$ cat config.mk
export PLATFORM = sky130hd
export DESIGN_NAME = seq_detector_moore_param_flat
export DESIGN_NICKNAME = d
export VERILOG_FILES = /design/src/rtl/seq_detector_moore_param_pkg.sv /design/src/rtl/seq_detector_moore_param_if.sv /design/src/rtl/seq_detector_moore_param_next_state.sv /design/src/rtl/seq_detector_moore_param.sv /design/src/flat_wrapper.sv
export SDC_FILE = /design/constraint.sdc
export NUM_CORES = 1
export LEC_CHECK = 0
export CORE_MARGIN = 2
export CORE_UTILIZATION = 41
export CTS_CLUSTER_SIZE = 10
export DETAILED_ROUTE_END_ITERATION = 8
export PLACE_DENSITY = 0.62
export REMOVE_ABC_BUFFERS = 1
export SYNTH_ARGS = -nofsm -noshare
export SYNTH_HDL_FRONTEND = slang
export SYNTH_SLANG_ARGS = --single-unit
$ cat constraint.sdc
create_clock -name clk -period 6.8 [get_ports clk]
set_input_delay 1.02 -clock clk [delete_from_list [all_inputs] [get_ports clk]]
set_output_delay 1.02 -clock clk [all_outputs]
set_load 0.005 [all_outputs]
$ cat src/rtl/seq_detector_moore_param_pkg.sv
// Shared definitions for the programmable Moore sequence detector (package seq_det_pkg).
// State width helper, a wide state carrier type and the pattern-length clamp.
package seq_det_pkg;

  // Widest state encoding any instance may need; per-instance widths are derived from state_w().
  localparam int unsigned STATE_W_MAX = 16;

  typedef logic [STATE_W_MAX-1:0] state_t;

  // Bits needed to encode states 0..pat_w (state pat_w is the match state for full-length patterns).
  function automatic int unsigned state_w(input int unsigned pat_w);
    return $clog2(pat_w + 1);
  endfunction

  // Lengths beyond the pattern register are clamped to its full width at load time.
  function automatic state_t clamp_len(input state_t len, input state_t pat_w);
    return (len > pat_w) ? pat_w : len;
  endfunction

endpackage

$ cat src/rtl/seq_detector_moore_param_if.sv
// Serial data, qualifier, configuration and result signals of the sequence detector.
// master = stream/config source, slave = detector.
interface seq_detector_moore_param_if
  import seq_det_pkg::*;
#(
  parameter int PAT_W = 8,
  parameter int CNT_W = 8
);
  localparam int SW = state_w(PAT_W);

  logic             in;
  logic             in_valid;
  logic             cfg_load;
  logic [PAT_W-1:0] cfg_pat;
  logic [SW-1:0]    cfg_len;
  logic             cfg_overlap;
  logic             out;
  logic [CNT_W-1:0] hit_cnt;

  modport master (
    output in, in_valid, cfg_load, cfg_pat, cfg_len, cfg_overlap,
    input  out, hit_cnt
  );

  modport slave (
    input  in, in_valid, cfg_load, cfg_pat, cfg_len, cfg_overlap,
    output out, hit_cnt
  );

endinterface

$ cat src/rtl/seq_detector_moore_param_next_state.sv
// Combinational prefix/suffix fallback for the sequence detector (module seq_det_next_state).
// Given the current partial-match length k and a new bit b, returns the longest
// pattern prefix that is a suffix of P[0..k-1]·b, capped at the pattern length.
module seq_det_next_state
  import seq_det_pkg::*;
#(
  parameter int PAT_W = 8,
  localparam int SW = state_w(PAT_W)
) (
  input  logic [SW-1:0]    k_i,
  input  logic             b_i,
  input  logic [PAT_W-1:0] pat_i,
  input  logic [SW-1:0]    len_i,
  input  logic             ovl_i,
  output logic [SW-1:0]    nxt_o
);

  // Build S, then test every candidate prefix length; the longest hit wins.
  always_comb begin
    int              ke;
    int              ln;
    logic [PAT_W:0]  s;
    logic [PAT_W:0]  t;
    logic [PAT_W:0]  mask;
    ln    = int'(len_i);
    ke    = int'(k_i);
    // Non-overlapping mode restarts from scratch once a match completes.
    if (!ovl_i && (ke == ln)) ke = 0;
    s     = '0;
    for (int i = 0; i <= PAT_W; i++) begin
      if (i < PAT_W && i < ke) s[i] = pat_i[i];
      if (i == ke)             s[i] = b_i;
    end
    nxt_o = '0;
    t     = '0;
    mask  = '0;
    for (int j = 1; j <= PAT_W; j++) begin
      if ((j <= ke + 1) && (j <= ln)) begin
        // Align the last j bits of S to bit 0 and compare with P[0..j-1].
        t    = s >> (ke + 1 - j);
        mask = {(PAT_W + 1){1'b1}} >> (PAT_W + 1 - j);
        if (((t ^ {1'b0, pat_i}) & mask) == '0) nxt_o = SW'(j);
      end
    end
  end

endmodule

$ cat src/rtl/seq_detector_moore_param.sv
// Runtime-programmable Moore serial sequence detector (1..PAT_W bit patterns,
// overlapping or non-overlapping, input qualifier). Optional saturating hit
// counter is built when SEQ_DET_HIT_COUNT_EN is defined; otherwise hit_cnt is 0.
module seq_detector_moore_param
  import seq_det_pkg::*;
#(
  parameter int PAT_W = 8,
  parameter int CNT_W = 8
) (
  input  logic                      clk,
  input  logic                      reset,
  seq_detector_moore_param_if.slave bus
);

  localparam int SW = state_w(PAT_W);
  localparam logic [SW-1:0] ST_IDLE = '0;

  logic [PAT_W-1:0] pat_q, pat_d;
  logic [SW-1:0]    len_q, len_d;
  logic             ovl_q, ovl_d;
  logic [SW-1:0]    state_q, state_d;
  logic [SW-1:0]    nxt;
  logic             consume;

  seq_det_next_state #(.PAT_W(PAT_W)) u_next (
    .k_i   (state_q),
    .b_i   (bus.in),
    .pat_i (pat_q),
    .len_i (len_q),
    .ovl_i (ovl_q),
    .nxt_o (nxt)
  );

  // A bit advances the FSM only when qualified, not overridden by a load, and the detector is enabled.
  assign consume = bus.in_valid && !bus.cfg_load && (len_q != '0);

  // Config capture on load (which also restarts matching), otherwise advance on consumed bits.
  always_comb begin
    pat_d   = pat_q;
    len_d   = len_q;
    ovl_d   = ovl_q;
    state_d = state_q;
    if (bus.cfg_load) begin
      pat_d   = bus.cfg_pat;
      len_d   = SW'(clamp_len(state_t'(bus.cfg_len), state_t'(PAT_W)));
      ovl_d   = bus.cfg_overlap;
      state_d = ST_IDLE;
    end else if (consume) begin
      state_d = nxt;
    end
  end

  // Config and state registers with synchronous reset.
  always_ff @(posedge clk) begin
    if (reset) begin
      pat_q   <= '0;
      len_q   <= '0;
      ovl_q   <= 1'b1;
      state_q <= ST_IDLE;
    end else begin
      pat_q   <= pat_d;
      len_q   <= len_d;
      ovl_q   <= ovl_d;
      state_q <= state_d;
    end
  end

  // Moore output: decoded purely from registered state.
  assign bus.out = (state_q == len_q) && (len_q != '0);

`ifdef SEQ_DET_HIT_COUNT_EN
  logic [CNT_W-1:0] cnt_q, cnt_d;
  logic             enter_match;

  // Every edge that lands in the match state counts, including a self-loop on it.
  assign enter_match = consume && (nxt == len_q);

  // Saturating hit counter, cleared by a config load.
  always_comb begin
    cnt_d = cnt_q;
    if (bus.cfg_load)                    cnt_d = '0;
    else if (enter_match && ~&cnt_q)     cnt_d = cnt_q + 1'b1;
  end

  // Counter register with synchronous reset.
  always_ff @(posedge clk) begin
    if (reset) cnt_q <= '0;
    else       cnt_q <= cnt_d;
  end

  assign bus.hit_cnt = cnt_q;
`else
  assign bus.hit_cnt = '0;
`endif

endmodule

$ cat src/flat_wrapper.sv
// flat-port wrapper written by rule: the top's interface ports become plain ports
module seq_detector_moore_param_flat import seq_det_pkg::*;
#(
  parameter int PAT_W = 8,
  parameter int CNT_W = 8
)
  (clk, reset, bus_in, bus_in_valid, bus_cfg_load, bus_cfg_pat, bus_cfg_len, bus_cfg_overlap, bus_out, bus_hit_cnt);
  seq_detector_moore_param_if #(.PAT_W(PAT_W), .CNT_W(CNT_W)) bus_i ();
  input  logic clk;
  input  logic reset;
  input wire logic [$bits(bus_i.in)-1:0] bus_in;
  input wire logic [$bits(bus_i.in_valid)-1:0] bus_in_valid;
  input wire logic [$bits(bus_i.cfg_load)-1:0] bus_cfg_load;
  input wire logic [$bits(bus_i.cfg_pat)-1:0] bus_cfg_pat;
  input wire logic [$bits(bus_i.cfg_len)-1:0] bus_cfg_len;
  input wire logic [$bits(bus_i.cfg_overlap)-1:0] bus_cfg_overlap;
  output wire logic [$bits(bus_i.out)-1:0] bus_out;
  output wire logic [$bits(bus_i.hit_cnt)-1:0] bus_hit_cnt;
  assign bus_i.in = bus_in;
  assign bus_i.in_valid = bus_in_valid;
  assign bus_i.cfg_load = bus_cfg_load;
  assign bus_i.cfg_pat = bus_cfg_pat;
  assign bus_i.cfg_len = bus_cfg_len;
  assign bus_i.cfg_overlap = bus_cfg_overlap;
  assign bus_out = bus_i.out;
  assign bus_hit_cnt = bus_i.hit_cnt;
  seq_detector_moore_param #(.PAT_W(PAT_W), .CNT_W(CNT_W)) u_core (.clk(clk), .reset(reset), .bus(bus_i));
endmodule
==> results of run 1 <==
[worst max path at each step]
stage	startpoint	to	slack, ns	cells past startpoint
finish	u_core.state_q[1]$_SDFFE_PP0P_	u_core.state_q[1]$_SDFFE_PP0P_	0.56	25
global route	u_core.state_q[1]$_SDFFE_PP0P_	u_core.state_q[1]$_SDFFE_PP0P_	0.21	25
CTS	u_core.state_q[1]$_SDFFE_PP0P_	u_core.state_q[1]$_SDFFE_PP0P_	0.62	25
detailed placement	u_core.state_q[1]$_SDFFE_PP0P_	u_core.state_q[1]$_SDFFE_PP0P_	0.65	25
global placement	u_core.state_q[1]$_SDFFE_PP0P_	u_core.state_q[1]$_SDFFE_PP0P_	0.86	25
floorplan	u_core.state_q[3]$_SDFFE_PP0P_	u_core.state_q[1]$_SDFFE_PP0P_	-0.62	24
[synthesized netlist by cell type, types with 6 or more instances]
library cell	instances	share of area [%]
sky130_fd_sc_hd__and3_1	10	1.3
sky130_fd_sc_hd__o21ai_1	9	0.91
sky130_fd_sc_hd__nand4b_1	10	1.8
sky130_fd_sc_hd__o211ai_1	9	1.4
sky130_fd_sc_hd__buf_4	11	1.7
sky130_fd_sc_hd__nand3_1	15	1.5
sky130_fd_sc_hd__nor2b_1	10	1.3
sky130_fd_sc_hd__o21ai_0	35	3.5
sky130_fd_sc_hd__dfxtp_1	17	6.9
sky130_fd_sc_hd__mux2i_1	16	3.2
sky130_fd_sc_hd__nand2_1	58	4.4
sky130_fd_sc_hd__nand3b_1	6	0.91
sky130_fd_sc_hd__nor2_1	58	4.4
sky130_fd_sc_hd__o22ai_1	11	1.4
sky130_fd_sc_hd__nand2b_1	13	1.6
sky130_fd_sc_hd__a31oi_1	26	3.3
sky130_fd_sc_hd__o2111ai_1	7	1.2
sky130_fd_sc_hd__a21oi_1	40	4.0
sky130_fd_sc_hd__nor3_1	40	4.0
sky130_fd_sc_hd__inv_1	23	1.7
sky130_fd_sc_hd__a211o_1	8	1.4
sky130_fd_sc_hd__xnor2_1	21	3.7
sky130_fd_sc_hd__buf_2	12	1.2
sky130_fd_sc_hd__or2_2	7	0.88
sky130_fd_sc_hd__ha_1	21	5.3
sky130_fd_sc_hd__and2_1	6	0.76
sky130_fd_sc_hd__a211oi_1	10	1.5
sky130_fd_sc_hd__nand4_1	11	1.4
sky130_fd_sc_hd__xor2_1	8	1.4
sky130_fd_sc_hd__nor4_1	12	1.5
sky130_fd_sc_hd__clkbuf_1	38	2.9
sky130_fd_sc_hd__o31ai_1	6	0.91
[layout make-up]
cell class / instances / area [um^2]
sequential: 17 / 340.3
fill: 1262 / 6636
inverter: 30 / 112.6
multi-input combinational: 620 / 4198
timing repair buffer: 42 / 360.3
clock inverter: 1 / 5.005
clock buffer: 3 / 75.07
tap: 147 / 183.9
[state kept, by name, summed over array words and instances, names as in the netlist]
register	count
u_core.state_q	4
u_core.len_q	4
u_core.pat_q	8
u_core.ovl_q	1
[power by group through the flow]
stage / Sequential, mW / Clock, mW / Combinational (mW)
floorplan: 0.119 / 0 / 0.0727
global placement: 0.120 / 0 / 0.126
detailed placement: 0.120 / 0 / 0.126
CTS: 0.118 / 0.127 / 0.127
global route: 0.119 / 0.132 / 0.139
finish: 0.119 / 0.128 / 0.131
[metal layers]
layer / track usage, % / wire length [um] / vias to the layer above
met2: 49.44 / 8937 / 436
met3: 5.823 / 2292 / 86
met4: 16.26 / 1168 / 0
met1: 41.88 / 8353 / 2859
li1: - / - / 2749
met5: 0 / 0 / -
[logic make-up (layout without fill, tap and decap cells)]
group,after synthesis,count (layout),share of synthesized area (%)
simple gates,285,285,30.73
compound gates,256,256,37.76
buf+inv,100,76,9.295
xor+xnor,32,32,6.323
fa+ha+maj,21,21,5.290
mux,18,18,3.677
flops,17,17,6.851
other cells,1,8,0.07549
[per-stage QoR]
| step | instances | total power [mW] | setup TNS, ns | setup WS [ns] |
|---|---|---|---|---|
| after floorplan | 667 | 0.1916 | -1.247 | -0.6172 |
| after global placement | 856 | 0.2455 | 0 | 0.8645 |
| after detailed placement | 856 | 0.2463 | 0 | 0.6511 |
| after CTS | 860 | 0.3714 | 0 | 0.6212 |
| after global routing | 860 | 0.3906 | 0 | 0.2083 |
| final | 860 | 0.3786 | 0 | 0.5604 |
[worst max-delay path: cells and delay by family, from the launching register on]
family          cells  cell delay [ns]
compound gates      7             1.24
simple gates        7             1.72
buf+inv             4             0.84
fa+ha+maj           4             1.25
xor+xnor            3             0.47
flops               1             0.66
[repair_timing]
action / 4_1_cts / 5_1_grt
endpoints found under the setup margin: 0 / 1
hold buffers: 0 / 0
endpoints found under the hold margin: 0 / 0
gates resized for setup: 0 / 1
==> summary.txt, run 1 <==
Layout
  • Number of nets at the end of the flow: 753
  • Post-route design area: 5275 um^2
  • Most used cells in the layout excluding fill and tap cells: sky130_fd_sc_hd__nor2_1, sky130_fd_sc_hd__nand2_1, sky130_fd_sc_hd__a21oi_1, sky130_fd_sc_hd__nor3_1, sky130_fd_sc_hd__o21ai_0
  • Layout cell share with drive strength beyond 1: 8.976%
  • Antenna diode count: 0
  • Util after Layout: 44.29%
  • Area delta synth->final: 6.196%

Pwr
  • Leakage power: 1.900 nW
  • Power per Cell Area: 71.77 nW/um^2
  • Maximum VDD drop: 81.98 uV
  • Internal Pwr Total: 0.2326 mW
  • Switching power: 0.1460 mW
  • Switching share of total power: 38.56%
  • Proportion of power drawn by flip-flops and latches: 31.4%
  • Power share of the combinational group: 34.7%
  • Clock share of power: 33.9%

STA
  • Clk_skew: 0.0007480 ns
  • Relative slew slack: 36.19%
  • Final hold slack: 0.5741 ns
  • Unrepaired setup endpoints after global routing: no
  • Count of pins over their slew limit: 0
  • Slew of the pin with the lowest slew margin: 0.9507 ns
  • Minimum period implied by the final worst setup slack: 6.240 ns
  • Maximum clock rate: 0.1603 GHz
  • Number of endpoints failing setup at the final stage: 0
  • Final Hold Fails: 0
  • Post-route clock period utilization: 91.76%

Floorplanning
  • Die ar.: 13010 um^2
  • Num rows: 40
  • Starting Density: 41.70%
  • Total core area: 11910 um^2
  • Die Span Y: 114.1 um
  • # IOs: 27
  • Chip width: 114.1 um

Clocking
  • Clock insertion delay at the later pin of the skew report: 0.26 ns
  • Number of buffers added by the clock tree synthesis step: 3
  • Worst-path clk slew: 0.06 ns
  • Number of post-CTS setup repair buffers: 0
  • Clock tree from TritonCTS: built
  • Number of levels in the clock H-tree: 1
  • CTS root buffer: sky130_fd_sc_hd__clkbuf_16
  • Clk sink count: 17
  • Longest Clk Path Bufs: 2

Yosys
  • Most used flip-flop cell after synthesis: sky130_fd_sc_hd__dfxtp_1
  • Async set-reset flop share out of synthesis: 0%
  • Post-synthesis cell area: 4967 um^2
  • Post-Syn Instances: 730
  • Number of library cell types mapped by synthesis: 100
  • Share of the yosys chip area belonging to registers: 6.851%
  • Number of enable-type register cells in the synthesized netlist: 0
  • Flip-flop and latch count after synthesis: 17
  • Mean instance size in the synthesized netlist: 6.804 um^2
  • Synthesis warning total: 0

Critical path
  • Data arrival time of the critical path: 6.44 ns
  • Most frequent CP cell: sky130_fd_sc_hd__ha_1
  • Type of element capturing the critical path: flop
  • Register-to-register setup slack: 0.56 ns
  • Type of the setup path with the least slack: reg -> reg
  • Highest fanout seen on the critical path: 16
  • Required arrival time at the worst endpoint: 7.01 ns
  • Largest stage delay on the critical path: 0.66 ns
  • Cell type of the slowest stage on the worst timing path: sky130_fd_sc_hd__dfxtp_1
  • R2R depth: 25
  • Reg-to-reg endpoint: u_core.state_q[1]$_SDFFE_PP0P_
  • Startpoint type of the worst setup path: flop
  • Reg-to-Reg Start: u_core.state_q[1]$_SDFFE_PP0P_

Hold path
  • HP Class: reg -> reg
  • Min-Delay Path Depth: 2
  • Hold path startpoint: u_core.pat_q[7]$_SDFFE_PP0P_
  • End point of the most critical hold path: u_core.pat_q[7]$_SDFFE_PP0P_

Placed design
  • # port buffers: 18
  • Final GP Congestion: 1.024
  • Placed inst area: 5189 um^2
  • Placed wire-length estimate after detailed placement: 15.33 mm

Run
  • Maximum Capacitance Violations: 0

Routing
  • Via count normalized by instance count: 7.128
  • Routed wirelength normalized by instance count: 24.13 um
  • TritonRoute pass-1 iters: 6
  • Violation count after the first detailed-route iteration: 707
  • Routed via count: 6130
  • Remaining routing DRC violations: 0
  • Detailed-route wire length: 20.75 mm
  • Antenna-violating nets left: 0

Global route
  • Vias in the first global route: 5734
  • Aggregate global routing overflow: 0
  • Antenna violations before repair: 0
  • Global router's overall resource usage: 31.72%
  • Wire length of the first global-routing pass: 32.36 mm
  • Maximum number of pins on one net before global-route repair: 33

Outcome
  • Outcome: complete, no violations
Note: power is estimated with default switching activity, not from simulation.
==> run 2: changes to the inputs <==
--- a/config.mk
+++ b/config.mk
@@ -6,10 +6,10 @@
 export NUM_CORES = 1
 export LEC_CHECK = 0
 export CORE_MARGIN = 2
-export CORE_UTILIZATION = 41
+export CORE_UTILIZATION = 63
 export CTS_CLUSTER_SIZE = 10
 export DETAILED_ROUTE_END_ITERATION = 8
-export PLACE_DENSITY = 0.62
+export PLACE_DENSITY = 0.87
 export REMOVE_ABC_BUFFERS = 1
 export SYNTH_ARGS = -nofsm -noshare
 export SYNTH_HDL_FRONTEND = slang
==> run 2 against run 1 <==
Routed wire length is 3.8% lower. First-iteration DRC count is 44% higher. Setup slack worse by 0.0085 ns. Design area is 1.7% lower. Flip-flop and latch count stayed put.
==> summary.txt, run 2 (synthesis results as in run 1) <==
Outcome
  • Outcome: complete, no violations

Routing
  • Remaining routing DRC violations: 0 (unchanged)
  • Antenna-violating nets left: 0 (unchanged)
  • Detailed-route wire length: 19.95 mm (-3.8%)
  • Violation count after the first detailed-route iteration: 1021 (+44%)
  • Routed via count: 6267 (+2.2%)
  • Via count normalized by instance count: 7.690 (+7.9%)
  • TritonRoute pass-1 iters: 5 (-1)
  • Routed wirelength normalized by instance count: 24.48 um (+1.5%)

STA
  • Relative slew slack: 32.98% (-3.2 points)
  • Post-route clock period utilization: 91.88% (+0.13 points)
  • Count of pins over their slew limit: 0 (unchanged)
  • Final Hold Fails: 0 (unchanged)
  • Number of endpoints failing setup at the final stage: 0 (unchanged)
  • Unrepaired setup endpoints after global routing: no
  • Clk_skew: 0.005950 ns (+0.005202 ns)
  • Maximum clock rate: 0.1600 GHz (-0.14%)
  • Minimum period implied by the final worst setup slack: 6.248 ns (+0.008518 ns)
  • Slew of the pin with the lowest slew margin: 1.001 ns (+0.04984 ns)
  • Final WS setup: 0.5518 ns (-0.008518 ns)

Critical path
  • Type of element capturing the critical path: flop
  • Reg-to-reg endpoint: u_core.state_q[1]$_SDFFE_PP0P_
  • R2R depth: 25 (unchanged)
  • Capture point of the worst path: u_core.state_q[1]$_SDFFE_PP0P_
  • Reg-to-Reg Start: u_core.len_q[3]$_SDFFE_PP0P_
  • Register-to-register setup slack: 0.55 ns (about the same)
  • Highest fanout seen on the critical path: 16 (unchanged)
  • Type of the setup path with the least slack: reg -> reg
  • Required arrival time at the worst endpoint: 7.01 ns (about the same)
  • Startpoint type of the worst setup path: flop
  • Data arrival time of the critical path: 6.45 ns (about the same)
  • Launch point of the worst path: u_core.len_q[3]$_SDFFE_PP0P_

Clocking
  • Number of buffers added by the clock tree synthesis step: 3 (unchanged)
  • Post-CTS sizing: 0 (unchanged)
  • Clock tree from TritonCTS: built
  • Longest Clk Path Bufs: 2 (unchanged)
  • Hold Buf Count CTS: 0 (unchanged)
  • Clock insertion delay at the later pin of the skew report: 0.26 ns (about the same)
  • Number of levels in the clock H-tree: 1 (unchanged)
  • Clk sink count: 17 (unchanged)
  • CTS root buffer: sky130_fd_sc_hd__clkbuf_8
  • Number of post-CTS setup repair buffers: 0 (unchanged)
  • Worst-path clk slew: 0.07 ns (about the same)

Placed design
  • Final GP Congestion: 1.062 (+3.6%)
  • Post-Place Cells: 811 (-5.3%)
  • # port buffers: 18 (unchanged)
  • Placed wire-length estimate after detailed placement: 14.55 mm (-5.1%)
  • Worst setup slack after placement: 0.6994 ns (+0.04833 ns)

Layout
  • Registers with the most flip-flops: u_core.pat_q: 8 flops, u_core.len_q: 4 flops, u_core.state_q: 4 flops
  • Max reg flops: 8 (unchanged)
  • Layout cell share with drive strength beyond 1: 8.976% (unchanged)
  • Count of fill cells added during filler insertion: 718 (-43%)
  • Most used cells in the layout excluding fill and tap cells: sky130_fd_sc_hd__nor2_1, sky130_fd_sc_hd__nand2_1, sky130_fd_sc_hd__a21oi_1, sky130_fd_sc_hd__nor3_1, sky130_fd_sc_hd__o21ai_0
  • Sequential cell area: 340.3 um^2 (unchanged)
  • Area delta synth->final: 4.383%
  • Total area of multi-input combinational cells: 4198 um^2 (unchanged)
  • Top register by number of flip-flops: u_core.pat_q
  • Count of placed standard cells in the final layout, fillers left out: 815 (-5.2%)
  • Antenna diode count: 0 (unchanged)
  • Number of nets at the end of the flow: 753 (unchanged)

Pwr
  • Internal Pwr Total: 0.1935 mW (-17%)
  • Power per Cell Area: 62.78 nW/um^2 (-13%)
  • Clock share of power: 24.0% (-9.9 points)
  • Power share of the combinational group: 39.8% (+5.1 points)
  • Maximum VDD drop: 107.5 uV (+31%)
  • Proportion of power drawn by flip-flops and latches: 36.1% (+4.7 points)
  • Switching share of total power: 40.55% (+2.0 points)
  • Switching power: 0.1320 mW (-9.6%)
  • Leakage power: 1.888 nW (-0.67%)

Floorplanning
  • Starting Density: 64.62% (+23 points)
  • # IOs: 27 (unchanged)
  • Num rows: 32 (-20%)
  • Total core area: 7687 um^2 (-35%)
  • Chip width: 92.80 um (-19%)
  • Die ar.: 8611 um^2 (-34%)
  • Die Span Y: 92.80 um (-19%)

Global route
  • Vias in the first global route: 5700 (-0.59%)
  • Antenna violations before repair: 0 (unchanged)
  • Wire length of the first global-routing pass: 31.09 mm (-3.9%)
  • Aggregate global routing overflow: 0 (unchanged)
  • Maximum number of pins on one net before global-route repair: 33 (unchanged)
  • Global router's overall resource usage: 45.94% (+14 points)

Run
  • Maximum Capacitance Violations: 0 (unchanged)

Hold path
  • HP Class: reg -> reg
run 2: worst max-delay path, cell delays in order (launching register included):
cell and delay [ns]:
sky130_fd_sc_hd__dfxtp_1 0.61, sky130_fd_sc_hd__xnor2_1 0.20, sky130_fd_sc_hd__and4_1 0.28, sky130_fd_sc_hd__nand2b_1 0.28, sky130_fd_sc_hd__clkinv_1 0.34, sky130_fd_sc_hd__ha_1 0.41, sky130_fd_sc_hd__nand2_1 0.17, sky130_fd_sc_hd__xor2_1 0.17
sky130_fd_sc_hd__buf_4 0.19, sky130_fd_sc_hd__a21oi_1 0.07, sky130_fd_sc_hd__inv_2 0.29, sky130_fd_sc_hd__ha_1 0.39, sky130_fd_sc_hd__and2_1 0.23, sky130_fd_sc_hd__nor2_1 0.06, sky130_fd_sc_hd__ha_1 0.18, sky130_fd_sc_hd__inv_1 0.06
sky130_fd_sc_hd__ha_1 0.26, sky130_fd_sc_hd__nand2_1 0.14, sky130_fd_sc_hd__a2bb2oi_2 0.21, sky130_fd_sc_hd__a21oi_1 0.17, sky130_fd_sc_hd__o221ai_1 0.15, sky130_fd_sc_hd__a211oi_2 0.28, sky130_fd_sc_hd__xnor2_1 0.10, sky130_fd_sc_hd__or4_1 0.55
sky130_fd_sc_hd__a211oi_1 0.25, sky130_fd_sc_hd__a221o_1 0.13
run 2: through the flow:
| stage | power, mW | utilization (%) | TNS [ns] | cell area [um^2] | hold slack (ns) |
|---|---|---|---|---|---|
| 6_report | 0.3255 | 67.45 | 0 | 5185 | 0.6068 |
| 3_5_place_dp | 0.2419 | 66.76 | 0 | 5132 | 0.5841 |
| 4_1_cts | 0.3178 | 67.37 | 0 | 5179 | 0.5978 |
| 2_1_floorplan | 0.1916 | - | -1.247 | 4644 | 0.5201 |
| 3_3_place_gp | 0.2398 | 66.76 | 0 | 5132 | 0.5866 |
| 5_1_grt | 0.3356 | 67.45 | 0 | 5185 | 0.6440 |
run 2: area by class of cell:
cell class | instances | share of cell area, %
flip-flops and latches | 17 | 6.564
clock buffers | 3 | 0.7963
well taps | 102 | 2.461
repair buffers | 42 | 6.950
inverters | 30 | 2.172
multi-input cells | 620 | 80.96
clock inverters | 1 | 0.09653
run 2: worst min path at each step:
| stage | slack [ns] | to | cells after the start | startpoint |
|---|---|---|---|---|
| finish | 0.61 | u_core.pat_q[7]$_SDFFE_PP0P_ | 2 | u_core.pat_q[7]$_SDFFE_PP0P_ |
| CTS | 0.60 | u_core.pat_q[7]$_SDFFE_PP0P_ | 2 | u_core.pat_q[7]$_SDFFE_PP0P_ |
| floorplan | 0.52 | u_core.pat_q[7]$_SDFFE_PP0P_ | 2 | u_core.pat_q[7]$_SDFFE_PP0P_ |
| detailed placement | 0.58 | u_core.pat_q[7]$_SDFFE_PP0P_ | 2 | u_core.pat_q[7]$_SDFFE_PP0P_ |
| global route | 0.64 | u_core.pat_q[7]$_SDFFE_PP0P_ | 2 | u_core.pat_q[7]$_SDFFE_PP0P_ |
| global placement | 0.59 | u_core.pat_q[7]$_SDFFE_PP0P_ | 2 | u_core.pat_q[7]$_SDFFE_PP0P_ |
run 2: power by group through the flow:
stage,Sequential [mW],Combinational (mW),Clock [mW]
6_report,0.118,0.130,0.0782
5_1_grt,0.118,0.136,0.0816
4_1_cts,0.116,0.124,0.0776
3_5_place_dp,0.118,0.123,0
3_3_place_gp,0.118,0.122,0
2_1_floorplan,0.119,0.0727,0
run 2: routing by layer:
metal,vias up,share of wire [%],global-route usage (%)
met5,-,0,0
met4,0,6.1,24.02
met3,113,16,14.08
met2,573,41,66.79
met1,2838,37,60.62
li1,2743,-,-
==> run 3: changes to the inputs <==
--- a/config.mk
+++ b/config.mk
@@ -5,11 +5,14 @@
 export SDC_FILE = /design/constraint.sdc
 export NUM_CORES = 1
 export LEC_CHECK = 0
+export CELL_PAD_IN_SITES_DETAIL_PLACEMENT = 0
+export CELL_PAD_IN_SITES_GLOBAL_PLACEMENT = 1
 export CORE_MARGIN = 2
-export CORE_UTILIZATION = 63
+export CORE_UTILIZATION = 45
 export CTS_CLUSTER_SIZE = 10
 export DETAILED_ROUTE_END_ITERATION = 8
-export PLACE_DENSITY = 0.87
+export HOLD_SLACK_MARGIN = 0.06
+export PLACE_DENSITY = 0.86
 export REMOVE_ABC_BUFFERS = 1
 export SYNTH_ARGS = -nofsm -noshare
 export SYNTH_HDL_FRONTEND = slang
==> run 3 against run 2 <==
Core utilization fell by 19 points. Critical path depth shrank 2. Design area grew 1.4%. Clock-buffer cell count unchanged. First-iteration DRC count shrank 19%.
==> summary.txt, run 3 (synthesis results as in run 1) <==
Critical path
  • Reg-to-reg endpoint: u_core.state_q[1]$_SDFFE_PP0P_
  • Data arrival time of the critical path: 6.34 ns (-0.11 ns)
  • Highest fanout seen on the critical path: 16 (unchanged)
  • Reg-to-Reg Start: u_core.len_q[1]$_SDFFE_PP0P_
  • Required arrival time at the worst endpoint: 7.01 ns (about the same)
  • Startpoint type of the worst setup path: flop
  • Type of the setup path with the least slack: reg -> reg
  • Type of element capturing the critical path: flop
  • R2R depth: 23 (-8.0%)
  • Register-to-register setup slack: 0.67 ns (+0.12 ns)

Clocking
  • Clock tree from TritonCTS: built
  • Number of levels in the clock H-tree: 1 (unchanged)
  • Worst-path clk slew: 0.08 ns (about the same)
  • Number of post-CTS setup repair buffers: 0 (unchanged)
  • Post-CTS sizing: 0 (unchanged)
  • Longest Clk Path Bufs: 2 (unchanged)
  • CTS root buffer: sky130_fd_sc_hd__clkbuf_8
  • Clk sink count: 17 (unchanged)
  • Clock insertion delay at the later pin of the skew report: 0.26 ns (about the same)
  • Number of buffers added by the clock tree synthesis step: 3 (unchanged)
  • Hold Buf Count CTS: 0 (unchanged)

STA
  • Clk_skew: 0.006959 ns (+0.001009 ns)
  • Maximum clock rate: 0.1632 GHz (+2.0%)
  • Minimum period implied by the final worst setup slack: 6.127 ns (-0.1213 ns)
  • Relative slew slack: 36.26% (+3.3 points)
  • Final WS setup: 0.6732 ns (+0.1213 ns)
  • Final Hold Fails: 0 (unchanged)
  • Slew of the pin with the lowest slew margin: 0.9497 ns (-0.05082 ns)
  • Number of endpoints failing setup at the final stage: 0 (unchanged)
  • Post-route clock period utilization: 90.10% (-1.8 points)
  • Unrepaired setup endpoints after global routing: no
  • Count of pins over their slew limit: 0 (unchanged)

Layout
  • Area delta synth->final: 5.819%
  • Registers with the most flip-flops: u_core.pat_q: 8 flops, u_core.len_q: 4 flops, u_core.state_q: 4 flops
  • Top register by number of flip-flops: u_core.pat_q
  • Antenna diode count: 0 (unchanged)
  • Max reg flops: 8 (unchanged)
  • Layout cell share with drive strength beyond 1: 9.344% (+0.37 points)
  • Number of nets at the end of the flow: 757 (+0.53%)
  • Count of fill cells added during filler insertion: 1083 (+51%)
  • Most used cells in the layout excluding fill and tap cells: sky130_fd_sc_hd__nor2_1, sky130_fd_sc_hd__nand2_1, sky130_fd_sc_hd__a21oi_1, sky130_fd_sc_hd__nor3_1, sky130_fd_sc_hd__o21ai_0
  • Util after Layout: 48.70% (-19 points)

Hold path
  • Hold path startpoint: u_core.pat_q[7]$_SDFFE_PP0P_
  • Min-Delay Path Depth: 2 (unchanged)
  • End point of the most critical hold path: u_core.pat_q[7]$_SDFFE_PP0P_
  • HP Class: reg -> reg

Routing
  • Via count normalized by instance count: 7.231 (-6.0%)
  • Remaining routing DRC violations: 0 (unchanged)
  • Routed wirelength normalized by instance count: 25.01 um (+2.2%)
  • Detailed-route wire length: 21.43 mm (+7.4%)
  • TritonRoute pass-1 iters: 7 (+2)
  • Routed via count: 6197 (-1.1%)
  • Violation count after the first detailed-route iteration: 823 (-19%)
  • Antenna-violating nets left: 0 (unchanged)

Floorplanning
  • Num rows: 38 (+19%)
  • Total core area: 10790 um^2 (+40%)
  • Chip width: 109.1 um (+18%)
  • Die ar.: 11900 um^2 (+38%)
  • Die Span Y: 109.1 um (+18%)
  • # IOs: 27 (unchanged)
  • Starting Density: 46.02% (-19 points)

Placed design
  • # port buffers: 18 (unchanged)
  • Worst setup slack after placement: 0.8523 ns (+0.1529 ns)
  • Final GP Congestion: 1.028 (-3.2%)
  • Placed wire-length estimate after detailed placement: 15.65 mm (+7.6%)

Global route
  • Aggregate global routing overflow: 0 (unchanged)
  • Global router's overall resource usage: 36.53% (-9.4 points)
  • Antenna violations before repair: 0 (unchanged)
  • Vias in the first global route: 5677 (-0.40%)
  • Maximum number of pins on one net before global-route repair: 44 (+33%)
  • Wire length of the first global-routing pass: 33.13 mm (+6.6%)

Run
  • Maximum Capacitance Violations: 0 (unchanged)

Pwr
  • Leakage power: 1.903 nW (+0.84%)
  • Maximum VDD drop: 107.2 uV (-0.30%)
  • Power, Total: 0.3337 mW (+2.5%)
  • Power per Cell Area: 63.49 nW/um^2 (+1.1%)

Outcome
  • Outcome: complete, no violations
-- run 3: changes by cell type in the layout (fill, tap and decap cells not counted), sizes merged --
cell  change
buf       +4
-- run 3: worst max-delay path by stage --
stage	start	end	slack [ns]	cells past startpoint
global placement	u_core.len_q[1]$_SDFFE_PP0P_	u_core.state_q[1]$_SDFFE_PP0P_	1.0	25
global route	u_core.len_q[1]$_SDFFE_PP0P_	u_core.state_q[1]$_SDFFE_PP0P_	0.27	24
finish	u_core.len_q[1]$_SDFFE_PP0P_	u_core.state_q[1]$_SDFFE_PP0P_	0.67	23
CTS	u_core.len_q[1]$_SDFFE_PP0P_	u_core.state_q[1]$_SDFFE_PP0P_	0.82	23
detailed placement	u_core.len_q[1]$_SDFFE_PP0P_	u_core.state_q[1]$_SDFFE_PP0P_	0.85	24
floorplan	u_core.state_q[3]$_SDFFE_PP0P_	u_core.state_q[1]$_SDFFE_PP0P_	-0.62	24
-- run 3: critical path, stage by stage, from the launching register on --
cell	delay, ns
sky130_fd_sc_hd__dfxtp_1	0.61
sky130_fd_sc_hd__xnor2_1	0.22
sky130_fd_sc_hd__and4_1	0.28
sky130_fd_sc_hd__nand2b_1	0.32
sky130_fd_sc_hd__clkinv_1	0.36
sky130_fd_sc_hd__ha_1	0.41
sky130_fd_sc_hd__nand2_1	0.17
sky130_fd_sc_hd__xor2_1	0.10
sky130_fd_sc_hd__a21oi_1	0.22
sky130_fd_sc_hd__inv_2	0.18
sky130_fd_sc_hd__ha_1	0.24
sky130_fd_sc_hd__and2_1	0.19
sky130_fd_sc_hd__nor2_1	0.09
sky130_fd_sc_hd__ha_1	0.14
sky130_fd_sc_hd__inv_1	0.04
sky130_fd_sc_hd__ha_1	0.23
sky130_fd_sc_hd__nand2_1	0.11
sky130_fd_sc_hd__a2bb2oi_1	0.63
sky130_fd_sc_hd__o21ai_1	0.20
sky130_fd_sc_hd__a31o_1	0.24
sky130_fd_sc_hd__a32o_1	0.22
sky130_fd_sc_hd__or4_1	0.46
sky130_fd_sc_hd__a211oi_1	0.26
sky130_fd_sc_hd__a221o_1	0.13
-- run 3: cell type report --
cell class	count	area [um^2]	area share (%)
clock buffers	3	41.29	0.7855
inverters	30	112.6	2.142
well taps	140	175.2	3.333
flip-flops and latches	17	340.3	6.475
repair buffers	46	390.4	7.427
clock inverters	1	5.005	0.09522
multi-input cells	620	4192	79.74
-- run 3: through the flow --
step / area, um^2 / cells / setup TNS, ns / hold WS [ns]
after global placement: 5210 / 853 / 0 / 0.6071
after CTS: 5256 / 857 / 0 / 0.6249
final: 5256 / 857 / 0 / 0.6305
after floorplan: 4644 / 667 / -1.247 / 0.5201
after global routing: 5256 / 857 / 0 / 0.6757
after detailed placement: 5210 / 853 / 0 / 0.6119
-- run 3: power breakdown --
part	switching, mW	internal, mW	leakage (nW)
Combinational	0.0861	0.0508	1.74
Sequential	0.0130	0.104	0.139
Clock	0.0391	0.0408	0.0255
Total	0.138	0.196	1.90
-- run 3: per-layer routing --
| metal | vias up | GRT usage, % | share of wire (%) |
|---|---|---|---|
| met2 | 516 | 55.28 | 41 |
| met4 | 0 | 14.93 | 4.8 |
| met5 | - | 0 | 0 |
| li1 | 2744 | - | - |
| met3 | 84 | 7.591 | 13 |
| met1 | 2853 | 50.13 | 41 |
